**src/rtl/show_rect_overlay_n_pkg.sv**
```systemverilog
// Shared definitions for the rectangle overlay: record layout, draw modes,
// RGB565 palette and the per-channel blend helper.
package show_rect_pkg;

    // Record layout: x1, y1, x2, y2 (each P_W bits) from the LSB, then attributes.
    localparam int unsigned P_W_DEF = 11;
    localparam int unsigned ATTR_W  = 8;
    localparam int unsigned RB      = 4 * P_W_DEF + ATTR_W;

    localparam int unsigned X1_OFS    = 0;
    localparam int unsigned Y1_OFS    = P_W_DEF;
    localparam int unsigned X2_OFS    = 2 * P_W_DEF;
    localparam int unsigned Y2_OFS    = 3 * P_W_DEF;
    localparam int unsigned ATTR_OFS  = 4 * P_W_DEF;

    // Record width for an arbitrary coordinate width.
    function automatic int unsigned rb_of(input int unsigned p_w);
        return 4 * p_w + ATTR_W;
    endfunction

    // Attribute byte, packed MSB-first so mode sits at the lowest bits.
    typedef struct packed {
        logic [2:0] thick;
        logic [2:0] color;
        logic [1:0] mode;
    } rect_attr_t;

    localparam logic [1:0] MODE_OFF     = 2'd0;
    localparam logic [1:0] MODE_OUTLINE = 2'd1;
    localparam logic [1:0] MODE_FILL    = 2'd2;
    localparam logic [1:0] MODE_BLEND   = 2'd3;

    // Entry 0 at the LSB: black, red, green, blue, yellow, cyan, magenta, white.
    localparam logic [8*16-1:0] PALETTE = {
        16'hFFFF, 16'hF81F, 16'h07FF, 16'hFFE0,
        16'h001F, 16'h07E0, 16'hF800, 16'h0000
    };

    localparam logic [15:0] BLEND_MASK = 16'h7BEF;

    function automatic logic [15:0] palette_rgb(input logic [2:0] idx);
        return PALETTE[{idx, 4'h0} +: 16];
    endfunction

    // Halve each RGB565 field before adding so no carry crosses a field boundary.
    function automatic logic [15:0] blend565(input logic [15:0] pix, input logic [15:0] col);
        return ((pix >> 1) & BLEND_MASK) + ((col >> 1) & BLEND_MASK);
    endfunction

endpackage

```
**src/rtl/show_rect_overlay_n_if.sv**
```systemverilog
// Pixel stream and configuration bundle for show_rect_overlay_n.
//   slave  : overlay side (consumes i_*, produces o_*)
//   master : source/sink side
interface show_rect_overlay_n_if #(
    parameter int unsigned RECT_N = 8,
    parameter int unsigned P_W    = 11,
    parameter int unsigned PIX_W  = 16
);
    import show_rect_pkg::*;

    localparam int unsigned RW = 4 * P_W + ATTR_W;

    logic                   i_start;
    logic [RECT_N*RW-1:0]   i_rect_wire;
    logic                   i_vs;
    logic                   i_valid;
    logic [PIX_W-1:0]       i_data;
    logic                   o_valid;
    logic [PIX_W-1:0]       o_data;
    logic [PIX_W-1:0]       o_data_raw;

    modport master (
        output i_start, i_rect_wire, i_vs, i_valid, i_data,
        input  o_valid, o_data, o_data_raw
    );

    modport slave (
        input  i_start, i_rect_wire, i_vs, i_valid, i_data,
        output o_valid, o_data, o_data_raw
    );

endinterface

```
**src/rtl/show_rect_overlay_n_rect_hit.sv**
```systemverilog
// One rectangle channel: decides whether the current (x, y) is drawn by this
// rectangle and registers the result with the rectangle's mode and colour.
//   clk, rst : pixel clock, async active-high reset
//   en       : pixel valid; hold registered result otherwise
//   x, y     : current pixel position
//   rect     : record {attr, y2, x2, y1, x1}
//   hit, mode, color : registered stage-1 result
module rect_hit_unit
    import show_rect_pkg::*;
#(
    parameter int unsigned P_W = 11
) (
    input  logic                    clk,
    input  logic                    rst,
    input  logic                    en,
    input  logic [P_W-1:0]          x,
    input  logic [P_W-1:0]          y,
    input  logic [4*P_W+ATTR_W-1:0] rect,
    output logic                    hit,
    output logic [1:0]              mode,
    output logic [2:0]              color
);

    localparam int unsigned EW = P_W + 1;

    rect_attr_t    attr;
    logic [EW-1:0] x_e, y_e, x1_e, y1_e, x2_e, y2_e, t_e;
    logic          ordered_c, inside_c, border_c, hit_c;

    assign attr = rect[4*P_W +: ATTR_W];
    assign x_e  = {1'b0, x};
    assign y_e  = {1'b0, y};
    assign x1_e = {1'b0, rect[0*P_W +: P_W]};
    assign y1_e = {1'b0, rect[1*P_W +: P_W]};
    assign x2_e = {1'b0, rect[2*P_W +: P_W]};
    assign y2_e = {1'b0, rect[3*P_W +: P_W]};

    // Thickness 0 still draws a one-pixel outline.
    assign t_e = (attr.thick == 3'd0) ? EW'(1) : EW'(attr.thick);

    // Comparisons are arranged as sums only, so nothing can underflow.
    assign ordered_c = (x1_e <= x2_e) && (y1_e <= y2_e);
    assign inside_c  = (x_e >= x1_e) && (x_e <= x2_e) && (y_e >= y1_e) && (y_e <= y2_e);
    assign border_c  = (x_e < x1_e + t_e) || (x_e + t_e > x2_e) ||
                       (y_e < y1_e + t_e) || (y_e + t_e > y2_e);

    always_comb begin
        hit_c = 1'b0;
        if (ordered_c && attr.mode != MODE_OFF) begin
            hit_c = (attr.mode == MODE_OUTLINE) ? (inside_c && border_c) : inside_c;
        end
    end

    always_ff @(posedge clk or posedge rst) begin
        if (rst) begin
            hit   <= 1'b0;
            mode  <= MODE_OFF;
            color <= 3'd0;
        end else if (en) begin
            hit   <= hit_c;
            mode  <= attr.mode;
            color <= attr.color;
        end
    end

endmodule

```
**src/rtl/show_rect_overlay_n.sv**
```systemverilog
// Multi-rectangle overlay on an RGB565 stream with frame-synchronous,
// double-buffered configuration and a fixed two-cycle latency.
//   sys_clk, sys_rst : pixel clock, async active-high reset
//   bus (slave)      : i_start/i_rect_wire config, i_vs/i_valid/i_data in,
//                      o_valid/o_data/o_data_raw out
module show_rect_overlay_n
    import show_rect_pkg::*;
#(
    parameter int unsigned RECT_N = 8,
    parameter int unsigned P_W    = 11,
    parameter int unsigned IMG_W  = 1280,
    parameter int unsigned IMG_H  = 720,
    parameter int unsigned PIX_W  = 16
) (
    input  logic                 sys_clk,
    input  logic                 sys_rst,
    show_rect_overlay_n_if.slave bus
);

    localparam int unsigned RW     = rb_of(P_W);
    localparam int unsigned BANK_W = RECT_N * RW;

    logic               vs_q;
    logic               frame_start_c;
    logic [BANK_W-1:0]  shadow_bank;
    logic [BANK_W-1:0]  active_bank;
    logic [P_W-1:0]     x_cnt;
    logic [P_W-1:0]     y_cnt;

    logic               valid_s1;
    logic [PIX_W-1:0]   pix_s1;
    logic               pass_s1;
    logic [RECT_N-1:0]  hit_s1;
    logic [1:0]         mode_s1  [RECT_N];
    logic [2:0]         color_s1 [RECT_N];

    logic               sel_hit_c;
    logic [1:0]         sel_mode_c;
    logic [2:0]         sel_color_c;
    logic [PIX_W-1:0]   ovl_pix_c;

    assign frame_start_c = bus.i_vs & ~vs_q;

    // Frame sync edge register.
    always_ff @(posedge sys_clk or posedge sys_rst) begin
        if (sys_rst) vs_q <= 1'b0;
        else         vs_q <= bus.i_vs;
    end

    // Shadow takes every i_start; active only changes at frame start, with a
    // same-cycle i_start bypassing the shadow.
    always_ff @(posedge sys_clk or posedge sys_rst) begin
        if (sys_rst) begin
            shadow_bank <= '0;
            active_bank <= '0;
        end else begin
            if (bus.i_start) shadow_bank <= bus.i_rect_wire;
            if (frame_start_c) active_bank <= bus.i_start ? bus.i_rect_wire : shadow_bank;
        end
    end

    // Pixel position; y parks at IMG_H for any lines past the active area.
    always_ff @(posedge sys_clk or posedge sys_rst) begin
        if (sys_rst) begin
            x_cnt <= '0;
            y_cnt <= '0;
        end else if (frame_start_c) begin
            x_cnt <= '0;
            y_cnt <= '0;
        end else if (bus.i_valid && !bus.i_vs) begin
            if (x_cnt == P_W'(IMG_W - 1)) begin
                x_cnt <= '0;
                if (y_cnt != P_W'(IMG_H)) y_cnt <= y_cnt + P_W'(1);
            end else begin
                x_cnt <= x_cnt + P_W'(1);
            end
        end
    end

    // Stage 1: per-rectangle hit tests.
    for (genvar g = 0; g < RECT_N; g++) begin : g_rect
        rect_hit_unit #(.P_W(P_W)) u_hit (
            .clk   (sys_clk),
            .rst   (sys_rst),
            .en    (bus.i_valid),
            .x     (x_cnt),
            .y     (y_cnt),
            .rect  (active_bank[g*RW +: RW]),
            .hit   (hit_s1[g]),
            .mode  (mode_s1[g]),
            .color (color_s1[g])
        );
    end

    // Stage 1: pixel and passthrough flag, held across blanking.
    always_ff @(posedge sys_clk or posedge sys_rst) begin
        if (sys_rst) begin
            valid_s1 <= 1'b0;
            pix_s1   <= '0;
            pass_s1  <= 1'b0;
        end else begin
            valid_s1 <= bus.i_valid;
            if (bus.i_valid) begin
                pix_s1  <= bus.i_data;
                pass_s1 <= (y_cnt == P_W'(IMG_H));
            end
        end
    end

    // Priority select: scan high to low so the lowest index is left standing.
    always_comb begin
        sel_hit_c   = 1'b0;
        sel_mode_c  = MODE_OFF;
        sel_color_c = 3'd0;
        for (int i = int'(RECT_N) - 1; i >= 0; i--) begin
            if (hit_s1[i]) begin
                sel_hit_c   = 1'b1;
                sel_mode_c  = mode_s1[i];
                sel_color_c = color_s1[i];
            end
        end
    end

    always_comb begin
        ovl_pix_c = pix_s1;
        if (sel_hit_c && !pass_s1) begin
            if (sel_mode_c == MODE_BLEND)
                ovl_pix_c = PIX_W'(blend565(16'(pix_s1), palette_rgb(sel_color_c)));
            else
                ovl_pix_c = PIX_W'(palette_rgb(sel_color_c));
        end
    end

    // Stage 2: registered outputs; data holds while o_valid is low.
    always_ff @(posedge sys_clk or posedge sys_rst) begin
        if (sys_rst) begin
            bus.o_valid    <= 1'b0;
            bus.o_data     <= '0;
            bus.o_data_raw <= '0;
        end else begin
            bus.o_valid <= valid_s1;
            if (valid_s1) begin
                bus.o_data     <= ovl_pix_c;
                bus.o_data_raw <= pix_s1;
            end
        end
    end

endmodule

```
**src/flat_wrapper.sv**
```systemverilog
// flat-port wrapper written by rule: the top's interface ports become plain ports
module show_rect_overlay_n_flat import show_rect_pkg::*;
#(
    parameter int unsigned RECT_N = 8,
    parameter int unsigned P_W    = 11,
    parameter int unsigned IMG_W  = 1280,
    parameter int unsigned IMG_H  = 720,
    parameter int unsigned PIX_W  = 16
)
  (sys_clk, sys_rst, bus_i_start, bus_i_rect_wire, bus_i_vs, bus_i_valid, bus_i_data, bus_o_valid, bus_o_data, bus_o_data_raw);
  show_rect_overlay_n_if #(.RECT_N(RECT_N), .P_W(P_W), .PIX_W(PIX_W)) bus_i ();
  input  logic sys_clk;
  input  logic sys_rst;
  input wire logic [$bits(bus_i.i_start)-1:0] bus_i_start;
  input wire logic [$bits(bus_i.i_rect_wire)-1:0] bus_i_rect_wire;
  input wire logic [$bits(bus_i.i_vs)-1:0] bus_i_vs;
  input wire logic [$bits(bus_i.i_valid)-1:0] bus_i_valid;
  input wire logic [$bits(bus_i.i_data)-1:0] bus_i_data;
  output wire logic [$bits(bus_i.o_valid)-1:0] bus_o_valid;
  output wire logic [$bits(bus_i.o_data)-1:0] bus_o_data;
  output wire logic [$bits(bus_i.o_data_raw)-1:0] bus_o_data_raw;
  assign bus_i.i_start = bus_i_start;
  assign bus_i.i_rect_wire = bus_i_rect_wire;
  assign bus_i.i_vs = bus_i_vs;
  assign bus_i.i_valid = bus_i_valid;
  assign bus_i.i_data = bus_i_data;
  assign bus_o_valid = bus_i.o_valid;
  assign bus_o_data = bus_i.o_data;
  assign bus_o_data_raw = bus_i.o_data_raw;
  show_rect_overlay_n #(.RECT_N(RECT_N), .P_W(P_W), .IMG_W(IMG_W), .IMG_H(IMG_H), .PIX_W(PIX_W)) u_core (.sys_clk(sys_clk), .sys_rst(sys_rst), .bus(bus_i));
endmodule
```
**config.mk**
```make
export PLATFORM = sky130hd
export DESIGN_NAME = show_rect_overlay_n_flat
export DESIGN_NICKNAME = d
export VERILOG_FILES = /design/src/rtl/show_rect_overlay_n_pkg.sv /design/src/rtl/show_rect_overlay_n_if.sv /design/src/rtl/show_rect_overlay_n_rect_hit.sv /design/src/rtl/show_rect_overlay_n.sv /design/src/flat_wrapper.sv
export SDC_FILE = /design/constraint.sdc
export NUM_CORES = 2
export LEC_CHECK = 0
export BUFFER_PORTS_ARGS = -buffer_cell sky130_fd_sc_hd__buf_2
export CORE_ASPECT_RATIO = 0.6
export CORE_MARGIN = 5
export CORE_UTILIZATION = 40
export CTS_BUF_LIST = sky130_fd_sc_hd__clkbuf_4
export CTS_CLUSTER_DIAMETER = 30
export DETAILED_ROUTE_END_ITERATION = 10
export PLACE_DENSITY = 0.64
export SYNTH_ARGS = -nofsm -noshare
export SYNTH_HDL_FRONTEND = slang
export SYNTH_SLANG_ARGS = --single-unit
export TNS_END_PERCENT = 30
```
**constraint.sdc**
```tcl
create_clock -name sys_clk -period 28.6 [get_ports sys_clk]
set_clock_uncertainty 0.1 [all_clocks]
set_input_delay 1.43 -clock sys_clk [delete_from_list [all_inputs] [get_ports sys_clk]]
set_output_delay 1.43 -clock sys_clk [all_outputs]
set_load 0.05 [all_outputs]
```
==> impl_metrics.yaml <==
outcome:
  outcome: "complete, but fails checks"
  violations: "max-slew violations"
clocking:
  htreeDepth: 4
  postCtsSetupBuffers: 0
  clk_latency_ns: 1.37
  cts-resized-gates: 0
  numCtsBuffers: 236
  cts_tree: "done"
  clk_pin_slew_worst_paths_ns: 0.08
  hold_buffers: 0
  clockRootBuffer: "clkbuf_4"
  cts_max_path_buffers: 3
  clkSinkCount: 954
critical_path:
  reg2reg_from: "u_core.x_cnt[3]"
  cp_max_fo: 45
  crit_type: "register to register"
  rr_endpoint: "u_core.g_rect[5].u_hit.hit"
  critPathCaptureType: "register"
  arrival_ns: 6.05
  cp.required_ns: 29.61
  crit_path_start_kind: "register"
  rr_worst_depth: 13
  reg2reg_slack_ns: 23.55
routing:
  drt_pass1_iterations: 6
  vias: 50400
  detail-route-antenna-nets: 0
  routedWlPerCell_um: 22.5
  wirelength_um: 204000
  drt-initial-drc-count: 4045
  drc: 0
  viasPerCell: 5.54
power:
  power_mw: 4.02
  p_per_area_nw_per_um2: 57.4
  p_leak_nw: 33.7
  peakVddDrop_uv: 41.1
floorplan:
  die_w_um: 519
  die-area_um2: 163000
  die_h_um: 315
  start_util: 0.401
  core_um2: 155000
  rows: 112
  ios: 470
sta:
  finalMaxSlewViolations: 165
  worst_pin_slew_ns: 1.68
  rsz0062_at_grt: "no"
  fmax_ghz: 0.198
  hold_slack_ns: 0.181
  finalHoldViolations: 0
  setup_tns_ns: 0
  final-setup-viol-count: 0
  max_slew_margin: -0.119
  fin_crit_sh: 0.176
  finalCriticalPeriod_ns: 5.05
layout:
  final_nets: 8257
  syn_to_final_growth_pct: 12.7
  final-seq-area_um2: 23900
  multiInputGateArea_um2: 35900
  fill_cells: 14800
  layout-drive-gt1-share: 0.204
logic_synthesis:
  synthTopCellsByArea: "dfrtp_1, ha_1, mux2_2, o21ai_0, nand2_1"
  ys_types: 77
  synth.avg_cell_area_um2: 9.86
  synth_edf_count: 0
  synth_largest_area_cell: "dfrtp_1"
  synthArstFlopShare: 1.00
  syn_inst: 6296
  synth_seq_cells: 954
  yosysMostFrequentCell: "ha_1"
  synth_top_area_frac: 0.384
  synthFlopType: "dfrtp_1"
  syn_area_um2: 62100
  ys_seq_area_frac: 0.384
  syn_nets: 7712
  synthTopCellsByCount: "ha_1, dfrtp_1, nand2_1"
  yosys_warnings: 0
job:
  cap_violations: 0
hold_path:
  holdCritPathClass: "input port to asynchronous set/reset pin"
place:
  port_buffers: 469
  dp_hpwl_um: 150000
  gp_congestion: 0.931
grt:
  antenna_found_initial: 16
  grt_usage: 0.244
  grt_first_pass_wirelength_um: 307000
  grt_max_degree: 263
  grt_pass1_vias: 50000
  grt_overflow: 0
==> worst max path at each step <==
stage	startpoint	to	slack [ns]	cells after the start
final	u_core.x_cnt[3]	u_core.g_rect[5].u_hit.hit	23.55	13
after global routing	u_core.x_cnt[3]	u_core.g_rect[5].u_hit.hit	23.42	13
after CTS	u_core.x_cnt[3]	u_core.g_rect[5].u_hit.hit	23.72	13
after detailed placement	sys_rst	u_core.shadow_bank[330]	22.79	6
after global placement	sys_rst	u_core.shadow_bank[330]	22.88	6
after floorplan	sys_rst	u_core.active_bank[0]	0.24	1
==> per-stage QoR <==
stage,cell area [um^2],utilization,setup WS [ns],cells
finish,70000,0.452,23.55,9085
global placement,66700,0.431,22.88,8655
detailed placement,66700,0.431,22.79,8655
floorplan,62100,-,0.238,6296
global route,70000,0.452,23.42,9081
CTS,70000,0.452,23.72,9073
==> layout make-up <==
type                            count  share of cell area
Inverter                          418              0.0225
Multi-Input combinational cell   4717               0.513
Clock buffer                      330              0.0354
Tap cell                         2052              0.0367
Sequential cell                   954               0.342
Clock inverter                     88              0.0110
Antenna cell                       12            0.000429
Timing Repair Buffer              514              0.0391
==> kinds of logic after synthesis <==
kind of cell / count (synthesis) / share of synthesized area
AO/OA/AOI/OAI: 1319 / 0.125
XOR/XNOR: 339 / 0.0478
adder cells (fa/ha/maj): 1008 / 0.202
buffers and inverters: 625 / 0.0381
flip-flops: 954 / 0.384
multiplexers: 488 / 0.0884
AND/OR/NAND/NOR: 1563 / 0.114
==> sequential cells by signal (all words and copies together), names as in the netlist <==
signal,flops
u_core.active_bank,416
u_core.shadow_bank,416
u_core.g_rect.u_hit.color,24
u_core.bus.o_data,16
u_core.bus.o_data_raw,16
u_core.g_rect.u_hit.mode,16
u_core.pix_s1,16
u_core.x_cnt,11
u_core.y_cnt,11
u_core.g_rect.u_hit.hit,8
u_core.bus.o_valid,1
u_core.pass_s1,1
u_core.valid_s1,1
u_core.vs_q,1
==> cells in the final DEF (no fill, tap or decap), types with 17 or more instances in the layout <==
cell,Yosys,routed
mux2_2,486,486
dfrtp_1,954,932
o211ai_1,29,29
nor4_1,33,33
a21oi_1,346,346
ha_1,976,976
a211oi_1,57,57
and3_1,19,18
nor3_1,90,90
dfrtp_4,0,19
a2111oi_0,27,27
clkinv_2,0,17
xor2_1,136,136
buf_4,2,43
nor2b_1,74,73
or3_1,18,18
nand3_1,113,113
maj3_1,29,29
buf_2,11,467
a21o_1,49,49
clkbuf_4,0,330
o21ai_0,584,584
nand2b_1,42,41
clkinv_1,0,44
nand4_1,113,113
xnor2_1,203,203
inv_1,417,414
o21a_1,51,51
a31oi_1,18,17
nor2_1,247,247
nand2_1,767,763
==> critical path, cell delays in order, from the launching register on <==
cell and delay (ns):
dfrtp_4 1.04, nand2_2 0.57, nor2_1 0.32, nand3_1 0.58, nor2_1 0.31, xor2_1 0.15, ha_1 0.37, nand3_1 0.11
or2_2 0.30, a21oi_1 0.13, o21ai_0 0.13, o2111ai_1 0.10, nor4_1 0.08, o41ai_1 0.54
==> report_power, final <==
| part | internal (mW) | switching, mW | leakage [nW] |
|---|---|---|---|
| clock network | 0.635 | 0.612 | 1.88 |
| logic | 0.450 | 0.672 | 20.3 |
| registers | 1.52 | 0.133 | 11.5 |
==> layer usage <==
layer,GRT usage,vias up,share of wire
met5,0,-,0.00054
met4,0.0679,16,0.025
met3,0.0616,326,0.083
met2,0.359,1861,0.42
met1,0.353,24600,0.47
li1,-,23600,-
Power figures use the tool's default switching activity.
